[src/rtl/debounce_multi_if.sv]
// Button-conditioner bus: raw button inputs plus the debounced level and the
// press/release strobes.
//   btn           raw asynchronous button inputs, 1 = pressed
//   level         debounced button state
//   press_pulse   1-cycle strobe on debounced press (and auto-repeats)
//   release_pulse 1-cycle strobe on debounced release
// master: the side that owns the buttons and consumes the strobes.
// slave : the debouncer itself.
interface debounce_multi_if #(
  parameter int CHANNELS = 4
);
  logic [CHANNELS-1:0] btn;
  logic [CHANNELS-1:0] level;
  logic [CHANNELS-1:0] press_pulse;
  logic [CHANNELS-1:0] release_pulse;

  modport master (
    output btn,
    input  level,
    input  press_pulse,
    input  release_pulse
  );

  modport slave (
    input  btn,
    output level,
    output press_pulse,
    output release_pulse
  );
endinterface

[src/rtl/debounce_multi.sv]
// N-channel push-button conditioner. Each channel has a synchroniser, a
// saturating up/down integrator, a hysteretic level register and registered
// one-cycle press/release strobes.
//
// Ports
//   clk  in  system clock, rising edge
//   rst  in  asynchronous reset, active high
//   bus  debounce_multi_if.slave (btn in; level, press_pulse, release_pulse out)
//
// Optional feature: define DEBOUNCE_REPEAT_EN to add a per-channel auto-repeat
// timer. While a button stays debounced-pressed, an extra press_pulse is issued
// HOLD_CYCLES cycles after the edge pulse and then every REPEAT_CYCLES cycles.
// Without the macro, press_pulse fires only on debounced edges and the two
// repeat parameters are ignored.
//
// Level state per channel:
//   state        | meaning
//   ST_RELEASED  | level = 0, waiting for cnt >= ON_THRESH
//   ST_PRESSED   | level = 1, waiting for cnt <= OFF_THRESH
module debounce_multi #(
  parameter int CHANNELS      = 4,
  parameter int SYNC_STAGES   = 2,
  parameter int CNT_W         = 21,
  parameter int ON_THRESH     = 1000000,
  parameter int OFF_THRESH    = 500000,
  parameter int HOLD_CYCLES   = 50000000,
  parameter int REPEAT_CYCLES = 10000000
) (
  input  logic          clk,
  input  logic          rst,
  debounce_multi_if.slave bus
);

  localparam logic [CNT_W-1:0] CNT_MAX = '1;
  localparam logic [CNT_W-1:0] ON_T    = CNT_W'(ON_THRESH);
  localparam logic [CNT_W-1:0] OFF_T   = CNT_W'(OFF_THRESH);

  if (CHANNELS < 1) begin : g_err_channels
    $error("debounce_multi: CHANNELS must be >= 1");
  end
  if (SYNC_STAGES < 2) begin : g_err_sync
    $error("debounce_multi: SYNC_STAGES must be >= 2");
  end
  if (OFF_THRESH < 0 || OFF_THRESH >= ON_THRESH) begin : g_err_thresh
    $error("debounce_multi: need 0 <= OFF_THRESH < ON_THRESH");
  end
  if (longint'(ON_THRESH) > ((longint'(1) << CNT_W) - 1)) begin : g_err_on_max
    $error("debounce_multi: ON_THRESH exceeds integrator range");
  end
  if (HOLD_CYCLES < 1 || REPEAT_CYCLES < 1) begin : g_err_repeat
    $error("debounce_multi: HOLD_CYCLES and REPEAT_CYCLES must be >= 1");
  end

`ifdef DEBOUNCE_REPEAT_EN
  localparam int RPT_MAX = (HOLD_CYCLES > REPEAT_CYCLES) ? HOLD_CYCLES : REPEAT_CYCLES;
  localparam int RPT_W   = $clog2(RPT_MAX + 1);
  // Down-counter reload values: the pulse fires on the cycle after the count
  // reaches zero, so load one less than the desired spacing.
  localparam logic [RPT_W-1:0] HOLD_LOAD = RPT_W'(HOLD_CYCLES - 1);
  localparam logic [RPT_W-1:0] RPT_LOAD  = RPT_W'(REPEAT_CYCLES - 1);
`endif

  typedef enum logic {
    ST_RELEASED = 1'b0,
    ST_PRESSED  = 1'b1
  } lvl_state_e;

  logic [CHANNELS-1:0] level_v;
  logic [CHANNELS-1:0] press_v;
  logic [CHANNELS-1:0] release_v;

  for (genvar i = 0; i < CHANNELS; i++) begin : g_ch
    logic [SYNC_STAGES-1:0] sync_q;
    logic                   s;
    logic [CNT_W-1:0]       cnt_q, cnt_nxt;
    lvl_state_e             state_q, state_nxt;
    logic                   edge_press_nxt;
    logic                   rel_nxt;
    logic                   press_q, rel_q;
    logic                   rpt_fire;

    assign s = sync_q[SYNC_STAGES-1];

    always_ff @(posedge clk or posedge rst) begin
      if (rst) begin
        sync_q  <= '0;
        cnt_q   <= '0;
        state_q <= ST_RELEASED;
        press_q <= 1'b0;
        rel_q   <= 1'b0;
      end else begin
        sync_q  <= {sync_q[SYNC_STAGES-2:0], bus.btn[i]};
        cnt_q   <= cnt_nxt;
        state_q <= state_nxt;
        press_q <= edge_press_nxt | rpt_fire;
        rel_q   <= rel_nxt;
      end
    end

    always_comb begin
      cnt_nxt        = cnt_q;
      state_nxt      = state_q;
      edge_press_nxt = 1'b0;
      rel_nxt        = 1'b0;

      if (s && cnt_q != CNT_MAX) begin
        cnt_nxt = cnt_q + 1'b1;
      end else if (!s && cnt_q != '0) begin
        cnt_nxt = cnt_q - 1'b1;
      end

      // Thresholds compare the registered count, giving one cycle of latency
      // after the integrator crosses.
      case (state_q)
        ST_RELEASED: begin
          if (cnt_q >= ON_T) begin
            state_nxt      = ST_PRESSED;
            edge_press_nxt = 1'b1;
          end
        end
        ST_PRESSED: begin
          if (cnt_q <= OFF_T) begin
            state_nxt = ST_RELEASED;
            rel_nxt   = 1'b1;
          end
        end
        default: state_nxt = ST_RELEASED;
      endcase
    end

`ifdef DEBOUNCE_REPEAT_EN
    logic [RPT_W-1:0] rpt_q, rpt_nxt;

    always_ff @(posedge clk or posedge rst) begin
      if (rst) begin
        rpt_q <= '0;
      end else begin
        rpt_q <= rpt_nxt;
      end
    end

    // Gating on state_nxt drops a repeat that would land in the release cycle,
    // so press and release strobes never coincide.
    always_comb begin
      rpt_nxt  = rpt_q;
      rpt_fire = 1'b0;
      if (state_nxt != ST_PRESSED) begin
        rpt_nxt = '0;
      end else if (state_q == ST_RELEASED) begin
        rpt_nxt = HOLD_LOAD;
      end else if (rpt_q == '0) begin
        rpt_fire = 1'b1;
        rpt_nxt  = RPT_LOAD;
      end else begin
        rpt_nxt = rpt_q - 1'b1;
      end
    end
`else
    assign rpt_fire = 1'b0;
`endif

    assign level_v[i]   = (state_q == ST_PRESSED);
    assign press_v[i]   = press_q;
    assign release_v[i] = rel_q;
  end

  assign bus.level         = level_v;
  assign bus.press_pulse   = press_v;
  assign bus.release_pulse = release_v;

endmodule

[src/flat_wrapper.sv]
// flat-port wrapper written by rule: the top's interface ports become plain ports
module debounce_multi_flat 
#(
  parameter int CHANNELS      = 4,
  parameter int SYNC_STAGES   = 2,
  parameter int CNT_W         = 21,
  parameter int ON_THRESH     = 1000000,
  parameter int OFF_THRESH    = 500000,
  parameter int HOLD_CYCLES   = 50000000,
  parameter int REPEAT_CYCLES = 10000000
)
  (clk, rst, bus_btn, bus_level, bus_press_pulse, bus_release_pulse);
  debounce_multi_if #(.CHANNELS(CHANNELS)) bus_i ();
  input  logic clk;
  input  logic rst;
  input wire logic [$bits(bus_i.btn)-1:0] bus_btn;
  output wire logic [$bits(bus_i.level)-1:0] bus_level;
  output wire logic [$bits(bus_i.press_pulse)-1:0] bus_press_pulse;
  output wire logic [$bits(bus_i.release_pulse)-1:0] bus_release_pulse;
  assign bus_i.btn = bus_btn;
  assign bus_level = bus_i.level;
  assign bus_press_pulse = bus_i.press_pulse;
  assign bus_release_pulse = bus_i.release_pulse;
  debounce_multi #(.CHANNELS(CHANNELS), .SYNC_STAGES(SYNC_STAGES), .CNT_W(CNT_W), .ON_THRESH(ON_THRESH), .OFF_THRESH(OFF_THRESH), .HOLD_CYCLES(HOLD_CYCLES), .REPEAT_CYCLES(REPEAT_CYCLES)) u_core (.clk(clk), .rst(rst), .bus(bus_i));
endmodule
[config.mk]
export PLATFORM = sky130hd
export DESIGN_NAME = debounce_multi_flat
export DESIGN_NICKNAME = d
export VERILOG_FILES = /design/src/rtl/debounce_multi_if.sv /design/src/rtl/debounce_multi.sv /design/src/flat_wrapper.sv
export SDC_FILE = /design/constraint.sdc
export NUM_CORES = 1
export LEC_CHECK = 0
export ABC_AREA = 1
export BUFFER_PORTS_ARGS = -buffer_cell sky130_fd_sc_hd__buf_2
export CORE_MARGIN = 10
export CORE_UTILIZATION = 65
export DETAILED_ROUTE_END_ITERATION = 12
export PLACE_DENSITY = 0.82
export SYNTH_ARGS = -nofsm -noshare
export SYNTH_HDL_FRONTEND = slang
export SYNTH_SLANG_ARGS = --single-unit
[constraint.sdc]
create_clock -name clk -period 4.55 [get_ports clk]
set_clock_uncertainty 0.2 [all_clocks]
set_input_delay 0.91 -clock clk [delete_from_list [all_inputs] [get_ports clk]]
set_output_delay 0.91 -clock clk [all_outputs]
set_load 0.02 [all_outputs]
==> results.md, run 1 <==
- # hold bufs at CTS: 0
- Worst path arrival time: 3550 ps
- Post-CTS setup buffer count: 0
- Root buffer cell: clkbuf_16
- Critical path type: flop to flop
- Pwr Density: about 740 nW/um^2
- Syn Area/Cell: around 6.6 um^2
- Placed cell count: roughly 1.6k
- Routability cong.: 0.9564
- DRT Pass-1 Iters: 5
- Depth of the CTS H-tree: 3
- Setup_tns: 0 ps
- Post-DP HPWL: 17130 um
- Top cells by area, synth: dfrtp_1, nand2_1, ha_1
- Layout net count: 1509
- Slew HR: between 30% and 40%
- Largest net degree at the start of global routing: 40
- Via count: 9034
- Worst Hold Slack: 164.5 ps
- DRT Wirelength: 22340 um
- Top-area cell type share of the netlist area: 27.92%
- Sequential share of the synthesized area: 27.92%
- Clock sink count: approximately 100
- CTS Buffer Depth: 2
- Share of cells above drive strength 1: 4.692%
- Die H: 139.8 um
- Tot GR Track Use: 23.15%
- Final worst slack: just over 1000 ps
- Commonest cells after routing, fill and taps aside: nand2_1, inv_1, nor2_1
- Max Cap Viol: 0
- Core Area: 13990 um^2
- Wire per inst: 13.89 um
- Slew @ Worst Pin: 1003 ps
- Largest area contributor in the netlist: dfrtp_1
- Final setup viols: 0
- Hold WC Path Type: flop to flop
- Fmax: 284.3 MHz
- Netlist cell types: 36
- Layout Cells excl Fill: ~1.6k
- N_diodes: 0
- Worst r2r src: u_core.g_ch[2].cnt_q[20]$_DFFE_PP0P_
- Worst EP required: 4580 ps
- Die Width: approximately 140 um
- Fin crit share: 77.32%
- Hold Path Origin: u_core.g_ch[2].sync_q[0]$_DFF_PP0_
- Clk pin slew, worst setup/hold paths: 80 ps
- Antenna violations before repair: 0
- Netlist Area Pre-Place: a little over 9000 um^2
- Row count: 43
- Port Buffers: 17
- Die footprint: 19530 um^2
- DRT iter0 DRCs: 735
- Synthesis-to-layout area growth: 5.181%
- Fill count: 1231
- Skew-Pair Late Insertion Delay: roughly 370 ps
- Final Hold Vio Count: 0
- Peak supply drop: 0.3475 mV
- Initial core utilization: between 60 and 70%
- CTS tree: done
- GRT Residual Overflow: 0
- Outcome: complete, no violations
- Slew Viols, Final: 0
- Post-route ant nets: 0
- Min Tclk post-route: 3518 ps
- Vias in the first global route: between 8k and 9k
- Vias/cell: between 5 and 6
- Post-synthesis cell count: 1416
- Crit. End Element: flop
- Commonest non-fill, non-tap cell in the layout: nand2_1
- CP startpoint: u_core.g_ch[2].cnt_q[20]$_DFFE_PP0P_
- Crit start category: flop
- #FFs+latches synth: 104
- Yosys warns: 0
- CTS buffer count: 9
- Drt drc: 0
- RSZ-0062 raised after global routing: false
- Syn nets: ~1.5k
- DP Worst Slack: ~1100 ps
- Ports: 18
- Post-cts resize count: 0
- Global-route wire length before repair: 39020 um
- Max Fanout on Critical Path: 20
- Lkg Pwr: 0.005207 uW
==> kinds of logic after synthesis <==
logic type	after synthesis	synth area share, %
AO/OA/AOI/OAI	179	11.09
XOR/XNOR	40	3.758
adder cells (fa/ha/maj)	80	11.06
buffers and inverters	215	9.530
flip-flops	104	27.92
AND/OR/NAND/NOR	798	36.64
==> synthesized netlist by cell type <==
master      n
nand4_1    26
xor2_1     13
a21o_1      8
nand2_1   411
nand3_1   131
clkinv_2    1
inv_1     184
o21ai_1     1
nand3b_1   24
or2_2       2
nor2_1    160
o211ai_1    3
nand2_4     2
fa_1        4
buf_2       8
nor3_2      2
ha_1       76
clkbuf_2    2
o21a_1      2
o31a_1      1
inv_2       5
o21ai_0    55
o21bai_1    9
xnor2_1    27
o31ai_1     1
a21boi_0    7
and3_1      1
nor4_1     11
buf_4      12
nor3_1     25
a21oi_1    73
buf_6       3
dfrtp_1   104
o21ai_2    14
a31oi_1     5
nand2_2     3
==> routing by layer <==
layer  vias to the layer above  track usage [%]  wire (um)
li1                       4646                -          -
met1                      4141            29.77      10280
met2                       217            38.78      10620
met3                        30            4.083       1141
met4                         0            6.630        297
met5                         -                0          0
==> worst paths after layout <==
kind                                                         to  slack, ps  depth (start not counted)
min in group asynchronous  u_core.g_ch[1].cnt_q[20]$_DFFE_PP0P_        380                          2
hold / removal               u_core.g_ch[2].sync_q[1]$_DFF_PP0_        160                          0
hold reg to reg              u_core.g_ch[2].sync_q[1]$_DFF_PP0_        160                          0
setup reg to reg           u_core.g_ch[2].cnt_q[11]$_DFFE_PP0P_       1030                         11
max in group asynchronous   u_core.g_ch[0].cnt_q[1]$_DFFE_PP0P_       2880                          3
setup / recovery           u_core.g_ch[2].cnt_q[11]$_DFFE_PP0P_       1030                         11
==> area by class of cell <==
| type | instances | area, um^2 | share of cell area (%) |
|---|---|---|---|
| Sequential cell | 104 | 2603 | 26.54 |
| Tap cell | 180 | 225.2 | 2.297 |
| Inverter | 190 | 716.9 | 7.312 |
| Multi-Input combinational cell | 1097 | 5831 | 59.47 |
| Clock inverter | 7 | 88.84 | 0.9061 |
| Clock buffer | 9 | 225.2 | 2.297 |
| Timing Repair Buffer | 21 | 115.1 | 1.174 |
==> where the power goes <==
group | internal, uW | switching, uW
logic | 1720 | 2820
registers | 1370 | 503
clock network | 441 | 394
total | 3530 | 3720
==> sequential cells by signal (all words and copies together) (netlist names) <==
| signal | flops |
|---|---|
| u_core.g_ch.sync_q | 8 |
| u_core.g_ch.cnt_q | 84 |
| u_core.g_ch.rel_q | 4 |
| u_core.g_ch.state_q | 4 |
| u_core.g_ch.press_q | 4 |
==> critical path, cell delays in order (launching register included) <==
cell and delay, ps:
dfrtp_1 460, inv_2 80, nor3_2 190, nand3b_1 130, o21ai_2 810, ha_1 430, a21oi_1 200, a21boi_0 350
nand2_1 120, or2_2 280, nand3_1 70, nand2_1 60
==> metrics by stage <==
step / power (uW) / utilization (%) / cell area [um^2]
5_1_grt: 8038 / 70.09 / 9804
3_5_place_dp: 6342 / 67.84 / 9490
4_1_cts: 7212 / 70.09 / 9804
2_1_floorplan: 5428 / - / 9321
6_report: 7251 / 70.09 / 9804
3_3_place_gp: 6229 / 67.84 / 9490
No activity file was read; power rests on OpenSTA's default activity.
==> run 2, diff against run 1 <==
CORE_UTILIZATION = 59   (was 65)
PLACE_DENSITY = 0.79   (was 0.82)
clock period = 3.2 ns   (was 4.55 ns; I/O delays follow)
==> run 2 against run 1 <==
Power up 45%. Hold slack got worse by 16 ps. Sequential power is 38% higher. Design area increased by 2.2%. Utilization fell by 4.6 points.
==> results.md, run 2 (synthesis gave the netlist of run 1 again) <==
- Outcome: complete, no violations
- # hold bufs at CTS: 0
- Worst path arrival time: 3020 ps
- Vias/cell: 5.543
- DRT iter0 DRCs: 858
- Final instance area: around 10000 um^2
- Placed cell count: between 1.5k and 2k
- Commonest cells after routing, fill and taps aside: nand2_1, inv_1, nor2_1
- Via count: 9185
- Pwr Density: 1047 nW/um^2
- Port Buffers: 17
- Slew @ Worst Pin: 731.8 ps
- Biggest register: u_core.g_ch.cnt_q
- Post-DP HPWL: 17820 um
- Hold Path Origin: u_core.g_ch[0].sync_q[0]$_DFF_PP0_
- Slew HR: 51.09%
- Lkg Pwr: 0.005299 uW
- Ports: 18
- Final worst slack: roughly 210 ps
- Initial core utilization: 60.87%
- Crit start category: flop
- Setup_tns: 0 ps
- Fin util: 65.45%
- Post-route ant nets: 0
- RSZ-0062 raised after global routing: false
- CTS tree: done
- Area post-placement: 9701 um^2
- CTS buffer count: 9
- DRT Pass-1 Iters: 5
- Critical Path Max Stage Delay: a little over 400 ps
- Max Cap Viol: 0
- CP startpoint: u_core.g_ch[1].cnt_q[16]$_DFFE_PP0P_
- GRT Residual Overflow: 0
- Largest net degree at the start of global routing: 73
- Wire per inst: 14.09 um
- DRT Wirelength: 23340 um
- Layout net count: 1528
- Clk pin slew, worst setup/hold paths: 80 ps
- Antenna violations before repair: 0
- Row count: 45
- Tot GR Track Use: 21.93%
- Vias in the first global route: 8764
- Layout Cells excl Fill: 1657
- Clock sink count: 104
- Worst EP required: ~3200 ps
- Min Tclk post-route: 2992 ps
- Max Fanout on Critical Path: 6
- Share of cells above drive strength 1: 5.878%
- Synthesis-to-layout area growth: 7.531%
- DP Worst Slack: 238.8 ps
- Crit path max-delay family: simple AND/OR/NAND/NOR gates
- Critical path type: flop to flop
- Slew Viols, Final: 0
- Die Width: 145.7 um
- Hold WC Path Type: flop to flop
- Commonest non-fill, non-tap cell in the layout: nand2_1
- Depth of the CTS H-tree: 3
- Max reg flops: 84
- Worst-path cell chain: nand2_1 > nor2_1 > nand3b_1 > o21ai_4 > buf_4 > ha_1 > a21oi_1 > a21boi_0 > nand2_1 > or2_2 > nand3_1 > nand2_1
- Die footprint: between 20000 and 25000 um^2
- Fin crit share: between 90 and 100%
- Slowest CP cell: dfrtp_1
- Most frequent CP cell: nand2_1
- Core Area: 15310 um^2
- Die H: 145.7 um
- Final setup viols: 0
- CTS Buffer Depth: 2
- Drt drc: 0
- Top Registers: u_core.g_ch.cnt_q (84), u_core.g_ch.sync_q (8)
- Global-route wire length before repair: 39810 um
- Worst r2r src: u_core.g_ch[1].cnt_q[16]$_DFFE_PP0P_
- CP Buf/Inv Count: 1
- Final Hold Vio Count: 0
- Fmax: 334.2 MHz
- N_diodes: 0
- Crit. End Element: flop
- Peak supply drop: 0.4420 mV
- Root buffer cell: clkbuf_16
- Routability cong.: between 0.9 and 1
- Skew-Pair Late Insertion Delay: 370 ps
-- run 2: changes by cell type in the layout (fill, tap and decap cells not counted), sizes merged --
| cell | delta |
|---|---|
| inv | -4 |
| buf | +19 |
| clkinvlp | +2 |
| clkbuf | +1 |
-- run 2: cell type report --
type	count	area, um^2
Clock buffer	10	229.0
Clock inverter	5	58.81
Fill cell	1421	5291
Inverter	190	718.2
Multi-Input combinational cell	1097	5843
Sequential cell	104	2603
Tap cell	211	264.0
Timing Repair Buffer	40	307.8
-- run 2: where the power goes --
part	leakage [uW]	internal, uW	switching, uW
clock network	0.000135	604	537
registers	0.00123	1950	635
logic	0.00393	2580	4190
-- run 2: repair_timing --
action	in CTS	in global routing
setup endpoints to repair	0	4
gates resized for setup	0	3
hold endpoints to repair	0	0
setup buffers	0	3
-- run 2: stage by stage --
stage / hold WS (ps) / power (uW)
finish: 148.2 / 10500
global route: 150.6 / 11580
CTS: 150.0 / 10390
detailed placement: 134.7 / 9203
global placement: 134.5 / 9040
floorplan: 131.2 / 7719
-- run 2: per-layer routing --
layer	global-route usage [%]	wire length (um)	share of wire (%)	up-vias
met5	0	0	0	-
met4	8.797	508	2.2	0
met3	2.515	1033	4.4	41
met2	36.40	10810	46	235
met1	28.40	10990	47	4236
li1	-	-	-	4673
-- run 2: final timing paths --
check / endpoint / slack [ps] / cells after the start
setup reg to reg: u_core.g_ch[1].cnt_q[11]$_DFFE_PP0P_ / 210 / 12
hold / removal: u_core.g_ch[0].sync_q[1]$_DFF_PP0_ / 150 / 0
max in group asynchronous: u_core.g_ch[1].cnt_q[14]$_DFFE_PP0P_ / 2280 / 3
hold reg to reg: u_core.g_ch[0].sync_q[1]$_DFF_PP0_ / 150 / 0
min in group asynchronous: u_core.g_ch[0].rel_q$_DFF_PP0_ / 190 / 3
setup / recovery: u_core.g_ch[1].cnt_q[11]$_DFFE_PP0P_ / 210 / 12
